--- config.mk ---
export PLATFORM = sky130hd
export DESIGN_NAME = fetch_sequencer
export DESIGN_NICKNAME = d
export VERILOG_FILES = /design/src/rtl/fetch_pkg.sv /design/src/rtl/fetch_word_assembler.sv /design/src/rtl/fetch_sequencer.sv
export SDC_FILE = /design/constraint.sdc
export NUM_CORES = 1
export LEC_CHECK = 0
export ABC_AREA = 0
export CAP_MARGIN = 20
export CORE_ASPECT_RATIO = 0.9
export CORE_MARGIN = 2
export CORE_UTILIZATION = 59
export DETAILED_ROUTE_END_ITERATION = 10
export PLACE_DENSITY_LB_ADDON = 0.15
export SKIP_CTS_REPAIR_TIMING = 1
export SYNTH_ARGS = -nofsm -noshare
export SYNTH_HDL_FRONTEND = slang
export SYNTH_SLANG_ARGS = --single-unit
--- constraint.sdc ---
create_clock -name clk -period 10.3 [get_ports clk]
set_clock_uncertainty 0.15 [all_clocks]
set_input_delay 1.545 -clock clk [delete_from_list [all_inputs] [get_ports clk]]
set_output_delay 1.545 -clock clk [all_outputs]
set_load 0.1 [all_outputs]
--- src/rtl/fetch_pkg.sv ---
// Shared types and constants for the instruction-fetch sequencer.
package fetch_pkg;

  typedef enum logic [1:0] {
    FETCH = 2'd0,
    DRAIN = 2'd1,
    HOLD  = 2'd2,
    HALT  = 2'd3
  } state_t;

  localparam int unsigned BYTES_PER_WORD = 4;
  localparam logic [31:0] HALT_WORD      = 32'h0000_0000;

endpackage

--- src/rtl/fetch_word_assembler.sv ---
// Big-endian 32-bit assembly register: each shifted byte becomes the new LSB.
// word_next_o is the value the register takes at the next edge (absent a
// clear), so the owner can inspect a completed word in the same cycle the
// final byte arrives.
module fetch_word_assembler (
  input  logic        clk,
  input  logic        rst,
  input  logic        shift_en_i,
  input  logic        clear_i,
  input  logic [7:0]  byte_i,
  output logic [31:0] word_next_o
);

  logic [31:0] word_q;

  // Next word: shift the incoming byte in when enabled, otherwise hold.
  always_comb begin
    word_next_o = shift_en_i ? {word_q[23:0], byte_i} : word_q;
  end

  // Assembly register; clear wins over shift so a discarded fetch leaves no residue.
  always_ff @(posedge clk or posedge rst) begin
    if (rst) begin
      word_q <= '0;
    end else if (clear_i) begin
      word_q <= '0;
    end else begin
      word_q <= word_next_o;
    end
  end

endmodule

--- src/rtl/fetch_sequencer.sv ---
// Instruction-fetch controller: reads four bytes per instruction from a
// byte-wide synchronous memory, presents the assembled word to decode with a
// valid/ready handshake, follows redirects and halts on a zero word or when
// the PC runs past the end of memory.
//
// Byte 0 of a new PC is issued on the same edge that decides to fetch it
// (acceptance, redirect), so the internal counter already points at byte 1
// afterwards. This gives the next read in the cycle right after the event.
module fetch_sequencer
  import fetch_pkg::*;
#(
  parameter int unsigned ADDR_W    = 32,
  parameter int unsigned RESET_PC  = 0,
  parameter int unsigned MEM_BYTES = 256
) (
  input  logic              clk,
  input  logic              rst,
  output logic              mem_rd,
  output logic [ADDR_W-1:0] mem_addr,
  input  logic [7:0]        mem_rdata,
  output logic [31:0]       instr,
  output logic [ADDR_W-1:0] instr_pc,
  output logic              instr_valid,
  input  logic              instr_ready,
  input  logic              redirect,
  input  logic [ADDR_W-1:0] redirect_pc,
  output logic              halted
);

  localparam logic [ADDR_W-1:0] PC_RESET = ADDR_W'(RESET_PC);
  // Highest legal word address; compared on ADDR_W+1 bits so a wrapped PC
  // still reads as out of range.
  localparam logic [ADDR_W:0]   PC_LIMIT = (ADDR_W+1)'(MEM_BYTES - BYTES_PER_WORD);
  localparam logic [1:0]        LAST_CNT = 2'(BYTES_PER_WORD - 1);

  state_t              state_q;
  logic [ADDR_W-1:0]   pc_q;
  logic [1:0]          cnt_q;
  logic                data_vld_q;   // mem_rdata carries a byte we asked for
  logic                mem_rd_q;
  logic [ADDR_W-1:0]   mem_addr_q;
  logic [31:0]         instr_q;
  logic [ADDR_W-1:0]   instr_pc_q;
  logic                instr_valid_q;
  logic                halted_q;

  logic                redirect_live;
  logic [ADDR_W-1:0]   redirect_tgt;
  logic [ADDR_W-1:0]   byte_addr;
  logic [ADDR_W:0]     pc_plus4;
  logic [31:0]         word_next;
  logic                shift_en;
  logic                asm_clear;

  // Address arithmetic and assembler control.
  always_comb begin
    redirect_live = redirect && (state_q != HALT);
    redirect_tgt  = redirect_pc & ~ADDR_W'(3);
    byte_addr     = pc_q + ADDR_W'(cnt_q);
    pc_plus4      = {1'b0, pc_q} + (ADDR_W+1)'(BYTES_PER_WORD);
    shift_en      = data_vld_q && !redirect_live;
    asm_clear     = redirect_live;
  end

  fetch_word_assembler u_asm (
    .clk        (clk),
    .rst        (rst),
    .shift_en_i (shift_en),
    .clear_i    (asm_clear),
    .byte_i     (mem_rdata),
    .word_next_o(word_next)
  );

  // Fetch FSM with PC, byte counter and all registered outputs.
  always_ff @(posedge clk or posedge rst) begin
    if (rst) begin
      state_q       <= FETCH;
      pc_q          <= PC_RESET;
      cnt_q         <= '0;
      data_vld_q    <= 1'b0;
      mem_rd_q      <= 1'b0;
      mem_addr_q    <= PC_RESET;
      instr_q       <= '0;
      instr_pc_q    <= PC_RESET;
      instr_valid_q <= 1'b0;
      halted_q      <= 1'b0;
    end else begin
      data_vld_q <= mem_rd_q;
      if (state_q == HALT) begin
        mem_rd_q      <= 1'b0;
        instr_valid_q <= 1'b0;
        halted_q      <= 1'b1;
        data_vld_q    <= 1'b0;
      end else if (redirect_live) begin
        // Drop everything in flight, including a word waiting in HOLD.
        data_vld_q    <= 1'b0;
        instr_valid_q <= 1'b0;
        pc_q          <= redirect_tgt;
        if ({1'b0, redirect_tgt} > PC_LIMIT) begin
          state_q  <= HALT;
          halted_q <= 1'b1;
          mem_rd_q <= 1'b0;
          cnt_q    <= '0;
        end else begin
          state_q    <= FETCH;
          mem_rd_q   <= 1'b1;
          mem_addr_q <= redirect_tgt;
          cnt_q      <= 2'd1;
        end
      end else begin
        case (state_q)
          FETCH: begin
            if (cnt_q == 2'd0 && {1'b0, pc_q} > PC_LIMIT) begin
              // Only reachable with an out-of-range reset PC.
              state_q  <= HALT;
              halted_q <= 1'b1;
              mem_rd_q <= 1'b0;
            end else begin
              mem_rd_q   <= 1'b1;
              mem_addr_q <= byte_addr;
              cnt_q      <= cnt_q + 2'd1;
              if (cnt_q == LAST_CNT) begin
                state_q <= DRAIN;
              end
            end
          end
          DRAIN: begin
            mem_rd_q <= 1'b0;
            // The last read is still being issued while mem_rd_q is high;
            // once it drops, this edge captures the final byte.
            if (!mem_rd_q) begin
              if (word_next == HALT_WORD) begin
                state_q  <= HALT;
                halted_q <= 1'b1;
              end else begin
                state_q       <= HOLD;
                instr_q       <= word_next;
                instr_pc_q    <= pc_q;
                instr_valid_q <= 1'b1;
              end
            end
          end
          HOLD: begin
            if (instr_ready) begin
              instr_valid_q <= 1'b0;
              pc_q          <= pc_plus4[ADDR_W-1:0];
              if (pc_plus4 > PC_LIMIT) begin
                state_q  <= HALT;
                halted_q <= 1'b1;
              end else begin
                state_q    <= FETCH;
                mem_rd_q   <= 1'b1;
                mem_addr_q <= pc_plus4[ADDR_W-1:0];
                cnt_q      <= 2'd1;
              end
            end
          end
          default: begin
          end
        endcase
      end
    end
  end

  assign mem_rd      = mem_rd_q;
  assign mem_addr    = mem_addr_q;
  assign instr       = instr_q;
  assign instr_pc    = instr_pc_q;
  assign instr_valid = instr_valid_q;
  assign halted      = halted_q;

endmodule

==> flow_summary.ini, run 1 <==
[status]
status = finished, final reports clean

[global_routing]
grt_pass1_wl_microns = 40200
grtUsageTotal = 0.316
globalRouteOverflowTotal = 0
grt_start_max_net_pins = 97
grt_pass1_vias = 7394
antenna_found_initial = 0

[cts]
root_buffer = clkbuf_16
cts_buffers = 17
clk_pin_slew_worst_paths_ps = 60
clock-sinks = 164
cts_tree = built
clock_latency_ps = 430
clk_path_buf_depth = 2
htree_num_levels = 4

[final_layout]
finalNetCount = 1091
fillers = 1161
layout_commonest_cell = dfrtp_1
layout_common_cells = 163 x dfrtp_1, 138 x clkdlybuf4s50_1, 127 x nor2_1
drive_gt1_frac = 0.0935
insertedDiodeCount = 0
area_growth_syn_to_layout_pct = 21.8

[logic_synthesis]
ys_types = 67
yosysSeqAreaShare = 0.449
synthArstFlopShare = 1.00
synth_edf_count = 0
ys_warn_count = 0
syn_area_per_cell_sq_um = 9.54
syn-instance-count = 958
ys_ff_latch = 164
syn_area_sq_um = 9140
synthFlopType = dfrtp_1

[sta]
period_minus_slack_ps = 5340
fin_ws_ps = 4960
fin_crit_sh = 0.518
timing.setup.tns_ps = 0
slew_violations = 0
tightest_slew_ps = 1030
fmax_mhz = 187
slew_headroom = 0.312
finalSetupViolations = 0
rsz0062_at_grt = false
finalHoldViolCount = 0

[detailed_routing]
drt_iter0_drc = 980
vias = 7877
antenna_left = 0
drtPass1Iterations = 5
viasPerCell = 6.30
avgRoutedWirePerCell_microns = 20.2
drc_errors = 0
wirelength_microns = 25200

[die]
chipWidth_microns = 135
rows = 43
fp.dieH_microns = 122
dieArea_sq_um = 16500
core_area_sq_um = 15300
io_pins = 143
initial_core_util = 0.598

[placement]
routabilityCongestion = 1.01
dp_hpwl_microns = 17000
place_ws_ps = 4580
io_buffer_count = 138

[critical_path]
crit_type = in2reg
ff2ff_path_depth = 9
required_ps = 10450
worstReg2RegStart = state_q[0]
arrival_ps = 5490
cp_max_fo = 89
end_kind = flip-flop
rrSetupSlack_ps = 5580
r2r_end = instr_pc[19]
worst_setup_path_start_kind = primary input

[min_path]
worstHoldPathType = reg2reg
min_to = halted
hold_path_depth = 1
hp-start = halted

[flow_run]
max-cap-violations = 0
-- cell usage after synthesis, drive strengths merged (3+ instances only) --
cell type  count  area, sq um
inv           12         45.0
clkbuf        50          189
xor2          10         87.6
nor4          31          243
a211o          3         26.3
and2           6         37.5
dfrtp        164         4100
a21boi         3         26.3
or3            8         50.1
o21ai         44          220
nor3          15         75.1
ha            11          138
o31ai          4         35.0
a22oi          3         22.5
o2bb2ai       14          123
a311oi         4         35.0
nand4         26          199
mux2          39          439
a21oi         73          369
nand2         52          198
mux2i         69          691
nand2b         3         18.8
o22ai          6         37.5
a22o           5         43.8
nor2         129          487
nand3         36          185
o22a           8         70.1
buf           38          228
a31oi         13         81.3
and3          19          119
nor4b          3         26.3
and4           3         31.3
xnor2         23          201
a21o           5         37.5
o21a           5         37.5
-- metal layers --
layer / wire (microns) / GRT usage / vias to the layer above
met3: 2330 / 0.0795 / 33
li1: - / - / 3609
met4: 393 / 0.0840 / 0
met2: 10900 / 0.451 / 390
met1: 11500 / 0.480 / 3845
met5: 0 / 0 / -
-- logic make-up after synthesis --
logic type,after synthesis,synth area share
xor+xnor,33,0.0316
compound gates,204,0.143
fa+ha+maj,11,0.0151
mux,108,0.124
flops,164,0.449
other cells,1,0.000410
buf+inv,100,0.0505
simple gates,337,0.187
-- layout make-up --
cell class | instances | area [sq um] | share of cell area
Timing Repair Buffer | 146 | 1440 | 0.129
Inverter | 12 | 50.0 | 0.00450
Clock inverter | 10 | 193 | 0.0173
Multi-Input combinational cell | 695 | 4610 | 0.414
Sequential cell | 164 | 4110 | 0.369
Tap cell | 202 | 253 | 0.0227
Clock buffer | 21 | 480 | 0.0432
-- how the worst max path moves through the flow --
stage,slack [ps],start,to,depth (start not counted)
4_1_cts,5030,redirect,instr_pc[19],9
3_5_place_dp,4580,redirect,instr_pc[19],9
2_1_floorplan,4170,rst,cnt_q[0],1
6_report,4960,redirect,instr_pc[19],9
5_1_grt,4660,redirect,instr_pc[19],9
3_3_place_gp,4650,redirect,instr_pc[22],9
-- state kept, by name, summed over array words and instances, names as in the netlist --
signal,flops
halted,1
data_vld_q,1
instr_valid,1
state_q,2
cnt_q,2
mem_addr,32
instr,32
mem_rd,1
u_asm.word_q,32
instr_pc,30
pc_q,30
-- worst max-delay path, cell delays in order --
cell and delay [ps]:
clkdlybuf4s50_1 580, nand2b_2 430, nand2_2 660, nand3_1 260, a211oi_1 130, nand2b_1 200
nor3_2 350, buf_4 750, mux2_2 430
-- per-stage QoR --
step            util  std cells  hold WS [ps]  cell area [sq um]
3_3_place_gp   0.684       1219           311              10500
6_report       0.728       1250           324              11100
4_1_cts        0.728       1250           327              11100
3_5_place_dp   0.684       1219           312              10500
5_1_grt        0.728       1250           357              11100
2_1_floorplan      -        959           350               9150
Power of run 1 is not shown: default switching activity piles up to over one toggle a cycle in this logic, so the estimate is an artifact.
==> run 2, diff against run 1 <==
--- a/config.mk
+++ b/config.mk
@@ -9,7 +9,7 @@
 export CAP_MARGIN = 20
 export CORE_ASPECT_RATIO = 0.9
 export CORE_MARGIN = 2
-export CORE_UTILIZATION = 59
+export CORE_UTILIZATION = 55
 export DETAILED_ROUTE_END_ITERATION = 10
 export PLACE_DENSITY_LB_ADDON = 0.15
 export SKIP_CTS_REPAIR_TIMING = 1
==> constraint.sdc (replaced) <==
create_clock -name clk -period 5.5 [get_ports clk]
set_clock_uncertainty 0.15 [all_clocks]
set_input_delay 0.825 -clock clk [delete_from_list [all_inputs] [get_ports clk]]
set_output_delay 0.825 -clock clk [all_outputs]
set_load 0.1 [all_outputs]
==> run 2 against run 1 <==
Effect of this change:
- utilization is 4.1 points lower
- non-clock buffer count increased by 10
- worst setup slack worse by 3700 ps
- design area hardly changed
- flip-flop and latch count unchanged
- hold slack improved by 13 ps
- global-route usage is 2.1 points lower
- die area increased by 7.0%
- sequential share of layout area barely moved
- cell count increased by 1.3%
- critical endpoint is now mem_addr[19]
- largest cell class unchanged
==> flow_summary.ini, run 2 (synthesis results as in run 1) <==
[sta]
finalHoldViolCount = 0
period_minus_slack_ps = 4250
rsz0062_at_grt = false
finalSetupViolations = 0
fin_crit_sh = 0.773
fmax_mhz = 235
slew_violations = 0
tightest_slew_ps = 1040
timing.setup.tns_ps = 0
slew_headroom = 0.306

[final_layout]
insertedDiodeCount = 0
finalNetCount = 1101
layout_common_cells = 163 x dfrtp_1, 138 x clkdlybuf4s50_1, 127 x nor2_1
drive_gt1_frac = 0.103
layout_commonest_cell = dfrtp_1
area_growth_syn_to_layout_pct = 21.8

[die]
io_pins = 143
initial_core_util = 0.565
fp.dieH_microns = 126
core_area_sq_um = 16200
dieArea_sq_um = 17700
rows = 44
chipWidth_microns = 140

[detailed_routing]
drtPass1Iterations = 5
avgRoutedWirePerCell_microns = 20.1
vias = 7817
viasPerCell = 6.17
drt_iter0_drc = 826
antenna_left = 0
wirelength_microns = 25400
drc_errors = 0

[global_routing]
grtUsageTotal = 0.295
grt_pass1_vias = 7340
antenna_found_initial = 0
grt_pass1_wl_microns = 41000
grt_start_max_net_pins = 100
globalRouteOverflowTotal = 0

[cts]
cts_buffers = 17
clock-sinks = 164
root_buffer = clkbuf_16
clock_latency_ps = 420
htree_num_levels = 4
clk_path_buf_depth = 2
cts_tree = built
clk_pin_slew_worst_paths_ps = 70

[status]
status = finished, final reports clean

[placement]
dp_hpwl_microns = 17500
routabilityCongestion = 0.975
io_buffer_count = 138

[critical_path]
worst_setup_path_start_kind = flip-flop
cp_slowest_cell = a21boi_2
arrival_ps = 4400
end_kind = flip-flop
rrSetupSlack_ps = 1250
max_stage_delay_ps = 580
cp_max_fo = 12
required_ps = 5650
worstReg2RegStart = pc_q[2]
ff2ff_path_depth = 10
cp_cell_sequence = ha_1, and3_1, nand4_2, or3_1, nand4_1, nor4_2, a21o_1, a21boi_2, buf_4, mux2_1
crit_type = reg2reg
r2r_end = mem_addr[19]

[flow_run]
max-cap-violations = 0

[min_path]
hold_path_depth = 1
min_to = mem_addr[17]
worstHoldPathType = reg2reg
hp-start = mem_addr[17]
==> run 2: worst max path at each step <==
stage,start,slack [ps],end
floorplan,rst,90,cnt_q[0]
global placement,pc_q[2],1360,mem_addr[18]
detailed placement,pc_q[2],1360,mem_addr[19]
CTS,pc_q[2],1330,mem_addr[19]
global route,pc_q[2],1090,mem_addr[31]
finish,pc_q[2],1250,mem_addr[19]
==> run 2: worst max-delay path: cells and delay by family, from the launching register on <==
family | cells | cell delay, ps
fa+ha+maj | 1 | 410
compound gates | 2 | 810
flops | 1 | 560
buf+inv | 1 | 300
simple gates | 5 | 1540
mux | 1 | 340
==> run 2: cell type report <==
| type | count | area [sq um] |
|---|---|---|
| tap | 207 | 259 |
| clock buffer | 19 | 453 |
| sequential | 164 | 4110 |
| multi-input combinational | 695 | 4600 |
| timing repair buffer | 156 | 1520 |
| inverter | 12 | 50.0 |
| fill | 1321 | 5050 |
| clock inverter | 13 | 148 |
==> run 2: per-stage QoR <==
stage	area [sq um]	std cells	hold WS [ps]	util	setup WS, ps
floorplan	9150	959	350	-	91.7
global placement	10500	1234	323	0.651	1360
detailed placement	10500	1234	322	0.651	1360
CTS	11100	1266	341	0.688	1330
global route	11100	1266	359	0.688	1090
finish	11100	1266	337	0.688	1250
==> run 2: layer usage <==
metal,GRT usage,wire [microns],up-vias
li1,-,-,3631
met1,0.448,11900,3828
met2,0.429,11000,321
met3,0.0672,2050,37
met4,0.0753,445,0
met5,0,0,-
Power of run 2 is left out for the same reason.
==> run 3, diff against run 2 <==
--- a/config.mk
+++ b/config.mk
@@ -9,7 +9,7 @@
 export CAP_MARGIN = 20
 export CORE_ASPECT_RATIO = 0.9
 export CORE_MARGIN = 2
-export CORE_UTILIZATION = 55
+export CORE_UTILIZATION = 49
 export DETAILED_ROUTE_END_ITERATION = 10
 export PLACE_DENSITY_LB_ADDON = 0.15
 export SKIP_CTS_REPAIR_TIMING = 1
==> constraint.sdc (replaced) <==
create_clock -name clk -period 3.87 [get_ports clk]
set_clock_uncertainty 0.15 [all_clocks]
set_input_delay 0.5805 -clock clk [delete_from_list [all_inputs] [get_ports clk]]
set_output_delay 0.5805 -clock clk [all_outputs]
set_load 0.1 [all_outputs]
==> run 3 against run 2 <==
Effect of this change:
- global-route usage shrank 2.4 points
- wire length grew 2.4%
- non-clock buffer count grew 21
- register-to-register slack lost 880 ps
==> flow_summary.ini, run 3 (synthesis results as in run 1) <==
[die]
chipWidth_microns = 148
rows = 47
io_pins = 143
initial_core_util = 0.498
fp.dieH_microns = 134
dieArea_sq_um = 19800
core_area_sq_um = 18300

[detailed_routing]
drtPass1Iterations = 6
wirelength_microns = 26100
drc_errors = 0
drt_iter0_drc = 824
viasPerCell = 5.96
antenna_left = 0
vias = 7896
avgRoutedWirePerCell_microns = 19.7

[cts]
clock_latency_ps = 440
root_buffer = clkbuf_16
clock-sinks = 164
clk_pin_slew_worst_paths_ps = 70
cts_buffers = 17
clk_path_buf_depth = 2
htree_num_levels = 4
cts_tree = built

[placement]
routabilityCongestion = 0.981
dp_hpwl_microns = 18300
io_buffer_count = 138

[global_routing]
grt_pass1_vias = 7408
use_met2 = 0.380
use_met3 = 0.0562
globalRouteOverflowTotal = 0
gr-usage-met1 = 0.415
grt_pass1_wl_microns = 41600
antenna_found_initial = 0
grt_start_max_net_pins = 85
grtUsageTotal = 0.270
grt-busiest-layer = met1

[sta]
slew_violations = 0
tightest_slew_ps = 1030
finalHoldViolCount = 0
fmax_mhz = 286
period_minus_slack_ps = 3490
timing.setup.tns_ps = 0
finalSetupViolations = 0
slew_headroom = 0.312
fin_crit_sh = 0.903
rsz0062_at_grt = false

[final_layout]
area_growth_syn_to_layout_pct = 24.4
drive_gt1_frac = 0.119
layout_common_cells = 163 x dfrtp_1, 138 x clkdlybuf4s50_1, 127 x nor2_1
finalNetCount = 1122
fillers = 1623
insertedDiodeCount = 0
layout_commonest_cell = dfrtp_1

[status]
status = finished, final reports clean

[critical_path]
end_kind = flip-flop
worst_setup_path_start_kind = flip-flop
required_ps = 4030
crit_type = reg2reg
arrival_ps = 3650
cp_max_fo = 29

[min_path]
worstHoldPathType = in2async

[flow_run]
max-cap-violations = 0
run 3: changes by cell type in the layout (fill, tap and decap cells not counted), sizes merged:
cell / change
buf: +21
clkinv: -2
clkinvlp: +1
inv: +1
run 3: worst max-delay path, stage by stage (launching register included):
cell,delay (ps)
dfrtp_1,660
nand4_1,260
buf_4,230
nor4_4,430
nand4_1,180
a22o_1,310
nor4_4,290
a21o_1,250
a21boi_2,90
buf_12,180
mux2_1,340
run 3: path summary, 6_finish.rpt:
check | cells past startpoint | slack, ps | start | end
max | 10 | 380 | pc_q[8] | mem_addr[22]
min | 2 | 240 | rst | instr[25]
max reg2reg | 10 | 380 | pc_q[8] | mem_addr[22]
min reg2reg | 1 | 340 | mem_addr[8] | mem_addr[8]
max in group asynchronous | 3 | 2590 | rst | data_vld_q
min in group clk | 1 | 340 | mem_addr[8] | mem_addr[8]
run 3: per-stage QoR:
stage / hold WS (ps) / setup slack (ps) / cells / utilization / instance area (sq um)
after floorplan: 350 / 935 / 959 / - / 9150
after detailed placement: 323 / 534 / 1293 / 0.588 / 10800
after global placement: 320 / 554 / 1293 / 0.588 / 10800
after CTS: 228 / 513 / 1325 / 0.620 / 11400
after global routing: 241 / 289 / 1325 / 0.620 / 11400
final: 235 / 375 / 1325 / 0.620 / 11400
run 3: per-layer routing:
metal,share of wire,vias up,wire (microns)
met5,0,-,0
met4,0.021,0,557
met3,0.076,45,1990
met2,0.42,347,10900
met1,0.48,3831,12600
li1,-,3673,-
run 3: area by class of cell:
class / count / area, sq um / share of cell area
inverters: 12 / 48.8 / 0.00429
flip-flops and latches: 164 / 4110 / 0.361
clock inverters: 13 / 148 / 0.0130
repair buffers: 177 / 1720 / 0.152
well taps: 245 / 307 / 0.0270
clock buffers: 19 / 433 / 0.0381
multi-input cells: 695 / 4600 / 0.405
Power of run 3 is left out for the same reason.
